==> src/rtl/mem_port_arbiter.sv <==
// mem_port_arbiter: lets the fetch port (I) and the data port (D) share one
// single-ported memory. Accesses are serialized; D has fixed priority, but a
// run of D grants is limited so a waiting fetch cannot be starved.
module mem_port_arbiter #(
    parameter int AW           = 32,
    parameter int DW           = 32,
    parameter int MEM_LAT      = 1,
    parameter int MAX_D_STREAK = 4
) (
    input  logic          clk,
    input  logic          rst,
    input  logic          i_req,
    input  logic [AW-1:0] i_addr,
    output logic          i_ack,
    output logic [DW-1:0] i_rdata,
    input  logic          d_req,
    input  logic          d_we,
    input  logic [AW-1:0] d_addr,
    input  logic [DW-1:0] d_wdata,
    output logic          d_ack,
    output logic [DW-1:0] d_rdata,
    output logic          m_en,
    output logic          m_we,
    output logic [AW-1:0] m_addr,
    output logic [DW-1:0] m_wdata,
    input  logic [DW-1:0] m_rdata
);

    localparam int LCW = (MEM_LAT > 1) ? $clog2(MEM_LAT) : 1;
    localparam int SW  = $clog2(MAX_D_STREAK + 1);

    localparam logic [LCW-1:0] LAT_INIT   = LCW'(MEM_LAT - 1);
    localparam logic [LCW-1:0] LAT_ONE    = LCW'(1);
    localparam logic [SW-1:0]  STREAK_MAX = SW'(MAX_D_STREAK);
    localparam logic [SW-1:0]  STREAK_ONE = SW'(1);

    typedef enum logic [1:0] {
        S_IDLE  = 2'd0,
        S_ISSUE = 2'd1,
        S_WAIT  = 2'd2,
        S_DONE  = 2'd3
    } state_t;

    state_t          r_state;
    state_t          w_next;

    logic            r_owner_d;
    logic            r_we;
    logic [AW-1:0]   r_addr;
    logic [DW-1:0]   r_wdata;
    logic [LCW-1:0]  r_lat_cnt;
    logic [SW-1:0]   r_streak;

    logic            r_i_ack;
    logic            r_d_ack;
    logic [DW-1:0]   r_i_rdata;
    logic [DW-1:0]   r_d_rdata;
    logic            r_m_en;
    logic            r_m_we;

    logic            w_streak_full;
    logic            w_grant_d;
    logic            w_grant_i;
    logic            w_decide;
    logic            w_capture;

    logic            w_m_en_nxt;
    logic            w_m_we_nxt;
    logic            w_i_ack_nxt;
    logic            w_d_ack_nxt;

    // Grant selection: D wins unless it has used up its streak while I waits
    always_comb begin
        w_streak_full = (r_streak == STREAK_MAX);
        w_grant_d     = d_req && !(w_streak_full && i_req);
        w_grant_i     = i_req && !w_grant_d;
        w_decide      = (r_state == S_IDLE) && (w_grant_d || w_grant_i);
        w_capture     = (r_state == S_WAIT) && (r_lat_cnt == '0);
    end

    // State register
    always_ff @(posedge clk) begin
        if (rst) begin
            r_state <= S_IDLE;
        end else begin
            r_state <= w_next;
        end
    end

    // Next-state logic
    always_comb begin
        w_next = r_state;
        case (r_state)
            S_IDLE:  if (w_decide) w_next = S_ISSUE;
            S_ISSUE: w_next = S_WAIT;
            S_WAIT:  if (w_capture) w_next = S_DONE;
            S_DONE:  w_next = S_IDLE;
            default: w_next = S_IDLE;
        endcase
    end

    // Next values for the registered outputs
    always_comb begin
        w_m_en_nxt  = (w_next == S_ISSUE);
        w_m_we_nxt  = w_decide && w_grant_d && d_we;
        w_i_ack_nxt = w_capture && !r_owner_d;
        w_d_ack_nxt = w_capture && r_owner_d;
    end

    // Request latch, latency countdown and D streak tracking
    always_ff @(posedge clk) begin
        if (rst) begin
            r_owner_d <= 1'b0;
            r_we      <= 1'b0;
            r_addr    <= '0;
            r_wdata   <= '0;
            r_lat_cnt <= '0;
            r_streak  <= '0;
        end else begin
            if (r_state == S_IDLE) begin
                // A D grant with I waiting only happens below the limit,
                // so the increment never passes STREAK_MAX.
                if (!i_req || w_grant_i) begin
                    r_streak <= '0;
                end else if (w_grant_d) begin
                    r_streak <= r_streak + STREAK_ONE;
                end
                if (w_decide) begin
                    r_owner_d <= w_grant_d;
                    r_we      <= w_grant_d && d_we;
                    r_addr    <= w_grant_d ? d_addr : i_addr;
                    r_wdata   <= w_grant_d ? d_wdata : '0;
                end
            end
            if (r_state == S_ISSUE) begin
                r_lat_cnt <= LAT_INIT;
            end else if ((r_state == S_WAIT) && (r_lat_cnt != '0)) begin
                r_lat_cnt <= r_lat_cnt - LAT_ONE;
            end
        end
    end

    // Output registers: strobes, acks and per-port read data
    always_ff @(posedge clk) begin
        if (rst) begin
            r_m_en    <= 1'b0;
            r_m_we    <= 1'b0;
            r_i_ack   <= 1'b0;
            r_d_ack   <= 1'b0;
            r_i_rdata <= '0;
            r_d_rdata <= '0;
        end else begin
            r_m_en  <= w_m_en_nxt;
            r_m_we  <= w_m_we_nxt;
            r_i_ack <= w_i_ack_nxt;
            r_d_ack <= w_d_ack_nxt;
            if (w_capture && !r_owner_d) begin
                r_i_rdata <= m_rdata;
            end
            if (w_capture && r_owner_d && !r_we) begin
                r_d_rdata <= m_rdata;
            end
        end
    end

    assign i_ack   = r_i_ack;
    assign d_ack   = r_d_ack;
    assign i_rdata = r_i_rdata;
    assign d_rdata = r_d_rdata;
    assign m_en    = r_m_en;
    assign m_we    = r_m_we;
    assign m_addr  = r_addr;
    assign m_wdata = r_wdata;

endmodule

==> config.mk <==
export PLATFORM = sky130hd
export DESIGN_NAME = mem_port_arbiter
export DESIGN_NICKNAME = d
export VERILOG_FILES = /design/src/rtl/mem_port_arbiter.sv
export SDC_FILE = /design/constraint.sdc
export NUM_CORES = 1
export LEC_CHECK = 0
export ABC_AREA = 1
export CAP_MARGIN = 25
export CORE_ASPECT_RATIO = 0.9
export CORE_UTILIZATION = 44
export CTS_CLUSTER_DIAMETER = 30
export DETAILED_ROUTE_END_ITERATION = 16
export HOLD_SLACK_MARGIN = 0.06
export PLACE_DENSITY_LB_ADDON = 0.3
export SLEW_MARGIN = 25
export SYNTH_ARGS = -nofsm -noshare
export SYNTH_HDL_FRONTEND = slang
export SYNTH_SLANG_ARGS = --single-unit
==> constraint.sdc <==
create_clock -name clk -period 2.3 [get_ports clk]
set_input_delay 0.345 -clock clk [delete_from_list [all_inputs] [get_ports clk]]
set_output_delay 0.345 -clock clk [all_outputs]
set_load 0.02 [all_outputs]
---- Yosys cells after proc, flatten, opt, wreduce, memory -nomap -nowiden ----
Index checks and enable logic that the tools add are counted.
cells by class
  reduce and logical (&&, ||, !) cells .... 24
  equality and inequality tests ........... 5
  add/subtract/negate cells ............... 2
  mux-type cells .......................... 7
  bitwise operators ....................... 1
operators by type and width
  operator               count
  $mux W32               2
  $logic_and A1 B1 Y1    12
  $pmux W2 S4            1
  $mux W3                2
  $logic_not A1 Y1       5
  $eq A2 B1 Y1 const B   2
  $eq A2 B2 Y1 const B   2
  $mux W2                2
  $reduce_and A2 Y1      2
  $add A3 B1 Y3 const B  1
  $eq A3 B3 Y1 const B   1
  $logic_not A2 Y1       1
  $logic_or A1 B1 Y1     2
  $reduce_bool A2 Y1     1
  $reduce_or A2 Y1       1
  $not A1 Y1             1
  $sub A1 B1 Y1 const B  1
storage, ports and cells
  output and inout port bits .............. 132
  flip-flop bits (word level) ............. 140

---- Depth between registers and ports, before layout ----
  depth in word-level cells ............... 11
  depth in mapped cells ................... 10

---- Least setup slack after synthesis ----
No wires, ideal clock.
  path kind ............................... register -> register
  start ................................... reg r_streak[0]
  end ..................................... reg r_addr[14] (netlist: m_addr[14])
  period minus slack after synthesis ...... 1.347 ns
  cell stages (with the launch flop) ...... 10
  setup slack ............................. 0.953 ns
  required time ........................... 2.244 ns
  setup time .............................. 0.056 ns
  buffers on the path ..................... 2
  arrival time ............................ 1.291 ns
  cell sequence ........................... dfxtp_1 > inv_1 > ha_1 > nand3_1 > buf_2 > buf_2 > nand3_1 > nand3_1 > nand2_1 > inv_1
between the ends
  longest elaborated chain between the ends .. 9
  elaborated cells on any way between the ends .. 10
  classes of those cells .................. eq/ne (1); mux (1); reduce/logical (8)
RTL lines
  element                      line  source
  from (decl)                  52    logic [SW-1:0] r_streak;
  from (signal assigned)       126   r_streak <= r_streak + STREAK_ONE;
  $eq A3 B3 Y1 *               74    w_streak_full = (r_streak == STREAK_MAX);
  $logic_and A1 B1 Y1 *        75    w_grant_d = d_req && !(w_streak_full && i_req);
  $logic_not A1 Y1 *           75
  $logic_and A1 B1 Y1 *        75
  $logic_not A1 Y1             76    w_grant_i = i_req && !w_grant_d;
  $logic_and A1 B1 Y1          76
  $logic_or A1 B1 Y1           77    w_decide = (r_state == S_IDLE) && (w_grant_d || w_grant_i);
  $logic_and A1 B1 Y1          77
  $reduce_and A2 Y1 (no line)  --
  to (signal assigned)         131   r_addr <= w_grant_d ? d_addr : i_addr;
  to (decl)                    49    logic [AW-1:0] r_addr;
Mark *: on every way between the ends. The rest lies on a longest branch, timed or not.
A chain may end at the register's enable or synchronous reset.

---- Worst setup path after layout ----
  start ................................... reg r_wdata[15] (netlist: m_wdata[15])
  end ..................................... out m_wdata[15]
RTL lines
  element                 line  source
  from (decl)             50    logic [DW-1:0] r_wdata;
  from (signal assigned)  132   r_wdata <= w_grant_d ? d_wdata : '0;
  to (decl)               25    output logic [DW-1:0] m_wdata,
No word-level cell between the ends.

==> run summary <==
status: complete, no violations
most frequent cells in the layout: clkdlybuf4s50_1, dfxtp_1, nand2_1
All-Layer GR Usage: 26.42%
synthesized net count: 904
share of layout cells above drive strength 1: 5.517%
post-route cell area: 0.008999 mm2
register area share after synthesis: 49.79%
Clock Tree Buf Depth: 2
Buf+Inv Stages, Crit Path: 1
startpoint types: flop
Worst Hold Endpoint: m_we
P&R area growth vs syn: 59.86%
IO Count: 265
Worst Reg-to-Reg Cells: 9
area leader, netlist: dfxtp_1
Worst path depth: 1
First-pass DRT Iterations: 5
initial antenna violation count: 0
via count: 5917
crit path max fanout: 2
final critical-path share of the clock period: 76.28%
Placement Rows: 38
nets: 1140
Final Setup Violations: 0
GPL Wtd Cong: 0.7986
vias per cell: 5.036
die width: 121.2 um
cell count after placement: 1142
number of distinct library cells after synthesis: 21
grt ovf: 0
Fin. Hold Viols: 0
Syn Area/Cell: 7.349 um2
critical path's top delay family: buffers and inverters
Cell Area, Synth: 0.005629 mm2
non-filler instance count after layout: 1175
Yosys top cell area share: 49.79%
power density over cell area: 1074 mW/mm2
Hold Path Origin: d_req
clock transition at the registers of the reported paths: 60 ps
Tightest Pin Transition: 690.6 ps
Synth Register Bits: 140
CTS Hold Bufs: 0
skew final: 9.355 ps
Die Ht: 109.3 um
CTS Buf Count: 17
crit path max-delay cell type: clkdlybuf4s50_1
drt drc: 0
Routed Antenna Nets: 0
setup TNS: 0 ps
Routed WL: 17410 um
Tmin final: 1754 ps
RSZ-0062 raised after global routing: false
CTS H-tree lvls: 4
placed cell area: 0.008314 mm2
# resized after CTS: 0
dominant cells by area after synthesis: dfxtp_1, nand2_1, nor2_1
commonest non-fill, non-tap cell in the layout: clkdlybuf4s50_1
Crit. End Element: output pin
initial detailed-routing violation count: 377
VDD IR max: 0.7054 mV
# Max-Cap Violations: 0
# diodes: 0
post-layout util: 73.36%
first-pass GRT wire length: 27120 um
sequence of cells on the critical path: clkdlybuf4s50_1
slew margin rel.: 53.96%
R2R Path End: i_rdata[2]
CP peak stage delay: 670 ps
pin count of the biggest net entering global routing: 102
# clock sinks: 140
DP Wirelength: 11150 um
worst-skew pair later-pin latency: 420 ps
Worst Hold Class: in2reg
die footprint: 0.01325 mm2
wire length per cell: 14.82 um
FF-to-FF Start: r_state[0]
I/O Buffers: 264
Max Freq: 0.5700 GHz
critical path class: reg2out
post-CTS setup buffers: 0
Worst EP required: 1960 ps
vias in the first global route: 5521
Slew Viols, Final: 0
Starting Density: 45.89%
critical path arrival: 1410 ps
CTS tree: done
Clock Root Buffer: clkbuf_16
WHS: 311.8 ps
P_leak: 3.615 nW
synth warn: 0
Mapped Cells: 766
Reg2Reg Setup Slack: 680 ps
hold path cells: 3
total core area: 0.01227 mm2
## how the worst max path moves through the flow
| stage | slack [ps] | from | end |
|---|---|---|---|
| detailed placement | 410 | i_req | m_addr[22] |
| finish | 550 | m_wdata[15] | m_wdata[15] |
| CTS | 520 | m_wdata[15] | m_wdata[15] |
| global placement | 480 | i_req | m_addr[22] |
| floorplan | 950 | r_streak[0] | m_addr[14] |
| global route | 470 | m_wdata[15] | m_wdata[15] |
## cell type report
class	count	area, um2
multi-input cells	521	2376
clock inverters	10	185.2
inverters	44	165.2
well taps	160	200.2
repair buffers	278	2785
clock buffers	22	484.2
fillers	948	3268
flip-flops and latches	140	2803
## through the flow
stage,worst slack (ps),power (mW)
5_1_grt,474.9,10.18
2_1_floorplan,953.3,5.173
3_3_place_gp,477.0,6.565
3_5_place_dp,407.9,6.618
6_report,545.6,9.660
4_1_cts,519.4,9.722
## synth_stat cells
| master | number |
|---|---|
| o21ai_2 | 1 |
| buf_2 | 28 |
| inv_2 | 4 |
| dfxtp_1 | 140 |
| nand3_2 | 1 |
| buf_1 | 6 |
| nor2_1 | 137 |
| xnor2_1 | 1 |
| nand2_1 | 138 |
| o21ai_0 | 34 |
| nand3_1 | 101 |
| xor2_1 | 1 |
| clkbuf_1 | 20 |
| buf_4 | 7 |
| nor2_4 | 2 |
| a21oi_1 | 66 |
| nor4_1 | 1 |
| nand4_1 | 32 |
| inv_1 | 40 |
| nor3_1 | 1 |
| ha_1 | 5 |
## kinds of logic after synthesis
kind of cell	share of synthesized area, %
xor+xnor	0.3112
simple gates	31.65
buf+inv	8.090
compound gates	9.046
flops	49.79
fa+ha+maj	1.111
## per-layer routing
layer | part of all wire [%] | track usage (%) | vias up
met5 | 0 | 0 | -
met4 | 2.7 | 12.35 | 0
met3 | 8.7 | 9.907 | 34
met2 | 49 | 44.73 | 224
met1 | 40 | 29.57 | 2689
li1 | - | - | 2970
## registers in the layout (all words and copies together), names as in the netlist
register and count:
d_rdata 32, i_rdata 32, m_addr 32, m_wdata 32, r_streak 3, r_state 2
d_ack 1, i_ack 1, m_en 1, m_we 1, r_lat_cnt 1, r_owner_d 1
r_we 1
## where the power goes
part / internal [mW] / switching [mW]
Clock: 2.04 / 1.02
Sequential: 2.90 / 0.235
Combinational: 1.49 / 1.98
Total: 6.42 / 3.24
(Power assumes the default switching activity.)
==> edit 1 (config.mk and constraints unchanged) <==
Set the parameter `AW` to 64 (it was 32).
--- a/src/rtl/mem_port_arbiter.sv
+++ b/src/rtl/mem_port_arbiter.sv
@@ -2,7 +2,7 @@
 // single-ported memory. Accesses are serialized; D has fixed priority, but a
 // run of D grants is limited so a waiting fetch cannot be starved.
 module mem_port_arbiter #(
-    parameter int AW           = 32,
+    parameter int AW           = 64,
     parameter int DW           = 32,
     parameter int MEM_LAT      = 1,
     parameter int MAX_D_STREAK = 4
Interface: changed (resized d_addr, i_addr and m_addr); port bits go from 265 to 361. No check against the original RTL was run, so the function may have changed too.
==> edit 1 against the original RTL <==
Wire length up 41%. Synthesized cell count up 36%. Power grew 23%. Area after synthesis up 30%. First-iteration DRC count rose by 9.0%. Final area rose by 29%. Sequential cell count up 32. Worst setup slack lost 0.032 ns.
==> edit 1: results <==
export IMPL_status="completed"
export IMPL_drive_gt1_frac=0.0472
export IMPL_rr_endpoint="m_en"
export IMPL_seq_area_frac_synth=0.472
export IMPL_crit_path_end="m_addr[52]"
export IMPL_wl_per_cell_um=15.5
export IMPL_crit_start="m_addr[52]"
export IMPL_grt_usage=0.277
export IMPL_grt_pass1_vias=7301
export IMPL_max_vdd_ir_drop_mv=0.725
export IMPL_grt_use_met3=0.0932
export IMPL_netlist_instances=1043
export IMPL_postCtsSetupBuffers=0
export IMPL_clock_skew_final_ns=0.00743
export IMPL_first_pass_iters=6
export IMPL_arrival_ns=1.44
export IMPL_dpl_hpwl_um=17200
export IMPL_routed_via_density=5.06
export IMPL_synth_area_leaders="dfxtp_1 47%, nand3_1 11%, nor2_1 10%"
export IMPL_grt_use_met2=0.470
export IMPL_clockBufferDepth=2
export IMPL_ys_types=22
export IMPL_worstRegToRegCells=8
export IMPL_worst_slew_pin_slew_ns=0.592
export IMPL_drt_iter0_markers=411
export IMPL_max_stage_delay_ns=0.63
export IMPL_grt_first_pass_wirelength_um=36400
export IMPL_grt_max_degree=57
export IMPL_rrSetupSlack_ns=0.60
export IMPL_fillers=1342
export IMPL_grt_use_met1=0.309
export IMPL_syn_num_nets=1245
## edit 1: cell families after synthesis
logic type	after synthesis	share of synthesized area
buffers and inverters	158	0.0936
adders and majority gates	5	0.00857
xor gates and xnor gates	2	0.00240
DFF	172	0.472
and+or+nand+nor	605	0.354
AOI/OAI and AO/OA	101	0.0698
## edit 1: worst min path at each step
stage                             end  slack (ns)  cells past startpoint
after floorplan                  r_we        0.45                      2
after global placement     i_rdata[5]        0.45                      2
after detailed placement  i_rdata[16]        0.45                      2
after CTS                  m_wdata[0]        0.27                      3
after global routing      m_wdata[31]        0.28                      3
final                      m_wdata[0]        0.29                      3
## edit 1: final cells by class
type / instances / area share
well taps: 207 / 0.0223
inverters: 76 / 0.0245
clock inverters: 9 / 0.00978
flip-flops and latches: 172 / 0.296
clock buffers: 22 / 0.0399
repair buffers: 385 / 0.334
multi-input cells: 713 / 0.274
## edit 1: routing by layer
layer / part of all wire / routed length, µm
met2: 0.49 / 11900
met1: 0.38 / 9420
met3: 0.093 / 2290
met4: 0.037 / 916
met5: 0 / 0
## edit 1: per-stage QoR
stage	hold WS (ns)	instance area (µm²)	utilization	total power (W)	worst slack, ns
after floorplan	0.453	7300	-	0.00684	0.883
after global placement	0.448	11100	0.683	0.00901	0.340
after detailed placement	0.453	11100	0.683	0.00910	0.275
after CTS	0.272	11600	0.719	0.0120	0.494
after global routing	0.280	11600	0.719	0.0126	0.444
final	0.286	11600	0.719	0.0119	0.514
## edit 1: power by group through the flow
| stage | clock (W) | sequential [W] | combinational, W |
|---|---|---|---|
| floorplan | 0 | 0.00476 | 0.00208 |
| detailed placement | 0 | 0.00405 | 0.00505 |
| global placement | 0 | 0.00403 | 0.00498 |
| CTS | 0.00288 | 0.00400 | 0.00509 |
| global route | 0.00301 | 0.00407 | 0.00550 |
| finish | 0.00285 | 0.00400 | 0.00507 |
==> edit 2 (same settings) <==
Made on the original files. Re-encode `state_t` (4 states) as one-hot, 4 bits wide.
--- a/src/rtl/mem_port_arbiter.sv
+++ b/src/rtl/mem_port_arbiter.sv
@@ -34,11 +34,11 @@
     localparam logic [SW-1:0]  STREAK_MAX = SW'(MAX_D_STREAK);
     localparam logic [SW-1:0]  STREAK_ONE = SW'(1);
 
-    typedef enum logic [1:0] {
-        S_IDLE  = 2'd0,
-        S_ISSUE = 2'd1,
-        S_WAIT  = 2'd2,
-        S_DONE  = 2'd3
+    typedef enum logic [3:0] {
+        S_IDLE  = 4'b0001,
+        S_ISSUE = 4'b0010,
+        S_WAIT  = 4'b0100,
+        S_DONE  = 4'b1000
     } state_t;
 
     state_t          r_state;
Formal check against the unedited RTL: no difference found for any inputs over 4 cycles, from zero or initial values and one cycle with rst high; so few cycles prove little.
==> edit 2 against the original RTL <==
Area after synthesis up 8.6%. Non-clock buffer count unchanged. Worst setup slack better by 0.0075 ns. Fmax up 0.43%. Register-to-register slack worse by 0.06 ns. Global-route usage down 1.9 points. Wire length down 1.7%. Count of clock-buffer cells in the layout up 1. Largest cell class unchanged. Clock skew down 0.00053 ns. Final area up 4.8%. Sequential cell count up 2.
Power is not compared: it rests on default switching activity, and its combinational part moved more than twofold at a synthesized area within 25%.
==> edit 2: results <==
export IMPL_cts_buffers=17
export IMPL_area_sequential_mm2=0.00284
export IMPL_clk_pin_slew_ns=0.06
export IMPL_wl_met2_um=8420
export IMPL_layout_nets=1280
export IMPL_clockBufferDepth=2
export IMPL_dpl_hpwl_um=11500
export IMPL_syn_num_nets=1040
export IMPL_clock_skew_final_ns=0.00883
export IMPL_routabilityCongestion=0.775
export IMPL_crit_path_end="m_wdata[2]"
export IMPL_rrSetupSlack_ns=0.62
export IMPL_grt_pass1_vias=5826
export IMPL_highest_signal_layer="met4"
export IMPL_wl_met1_um=7120
export IMPL_max_vdd_ir_drop_mv=0.522
export IMPL_grt_max_degree=69
export IMPL_cts_htree_levels=4
export IMPL_antenna_found_initial=0
export IMPL_status="completed"
export IMPL_max_stage_delay_ns=0.62
export IMPL_crit_start="m_wdata[2]"
export IMPL_rr_endpoint="d_rdata[11]"
export IMPL_r2r_start="r_lat_cnt"
export IMPL_synth_area_leaders="dfxtp_1 47%, nand2_1 15%, inv_1 8.5%"
export IMPL_insertedDiodeCount=0
export IMPL_drt_iter0_markers=388
export IMPL_fillers=1133
export IMPL_vias=6184
export IMPL_synthArstFlopShare=0
export IMPL_wl_per_cell_um=12.9
export IMPL_grt_first_pass_wirelength_um=27800
export IMPL_yosys_warnings=0
export IMPL_drive_gt1_frac=0.0509
export IMPL_worstRegToRegCells=7
export IMPL_first_pass_iters=5
export IMPL_ys_types=20
export IMPL_wl_met3_um=1360
export IMPL_critPathTopFamily="buffers and inverters"
export IMPL_seq_area_frac_synth=0.465
export IMPL_place_area_mm2=0.00880
export IMPL_yosys_top_cells_count="239 x nand2_1, 142 x dfxtp_1, 139 x inv_1"
export IMPL_grt_usage=0.245
export IMPL_min_path_type="in -> reg"
export IMPL_ys_flop_type="dfxtp_1"
export IMPL_worst_slew_pin_slew_ns=0.634
export IMPL_io_buffers=264
## edit 2: cell type report
type	count	area share
clock buffers	23	0.0507
clock inverters	9	0.0167
well taps	168	0.0223
repair buffers	278	0.295
inverters	144	0.0573
flip-flops and latches	142	0.301
multi-input cells	562	0.257
## edit 2: logic make-up after synthesis
family	after synthesis	share of synthesized area
buffers and inverters	201	0.138
DFF	142	0.465
adders and majority gates	2	0.00409
and+or+nand+nor	489	0.334
AOI/OAI and AO/OA	71	0.0581
## edit 2: worst register-to-register path: cells and delay by family, from the launching register on
kind	cells	cell delay [ns]
buffers and inverters	3	0.76
flip-flops	1	0.31
AND/OR/NAND/NOR	4	0.56
## edit 2: through the flow
step | total power, W | hold WS, ns | setup slack (ns) | cells
after floorplan | 0.00339 | 0.443 | 0.964 | 905
after CTS | 0.00691 | 0.346 | 0.527 | 1326
final | 0.00685 | 0.354 | 0.553 | 1326
after detailed placement | 0.00399 | 0.455 | 0.355 | 1294
after global placement | 0.00398 | 0.451 | 0.387 | 1294
after global routing | 0.00716 | 0.364 | 0.471 | 1326
## edit 2: worst min path at each step
stage	startpoint	end	slack (ns)	cells after the start
floorplan	r_owner_d	r_owner_d	0.44	2
global placement	m_wdata[25]	m_wdata[25]	0.45	2
detailed placement	m_wdata[17]	m_wdata[17]	0.46	2
CTS	rst	m_addr[30]	0.35	4
global route	rst	m_addr[25]	0.36	4
finish	rst	m_addr[30]	0.35	4
## edit 2: routing by layer
metal,up-vias,track usage
met4,0,0.0787
met3,16,0.0877
met2,201,0.416
li1,3231,-
met5,-,0
met1,2736,0.288
## edit 2: power by group
part / total (W) / internal (W) / switching [W]
logic: 0.00126 / 0.000593 / 0.000662
registers: 0.00268 / 0.00261 / 0.0000748
clock network: 0.00291 / 0.00190 / 0.00101
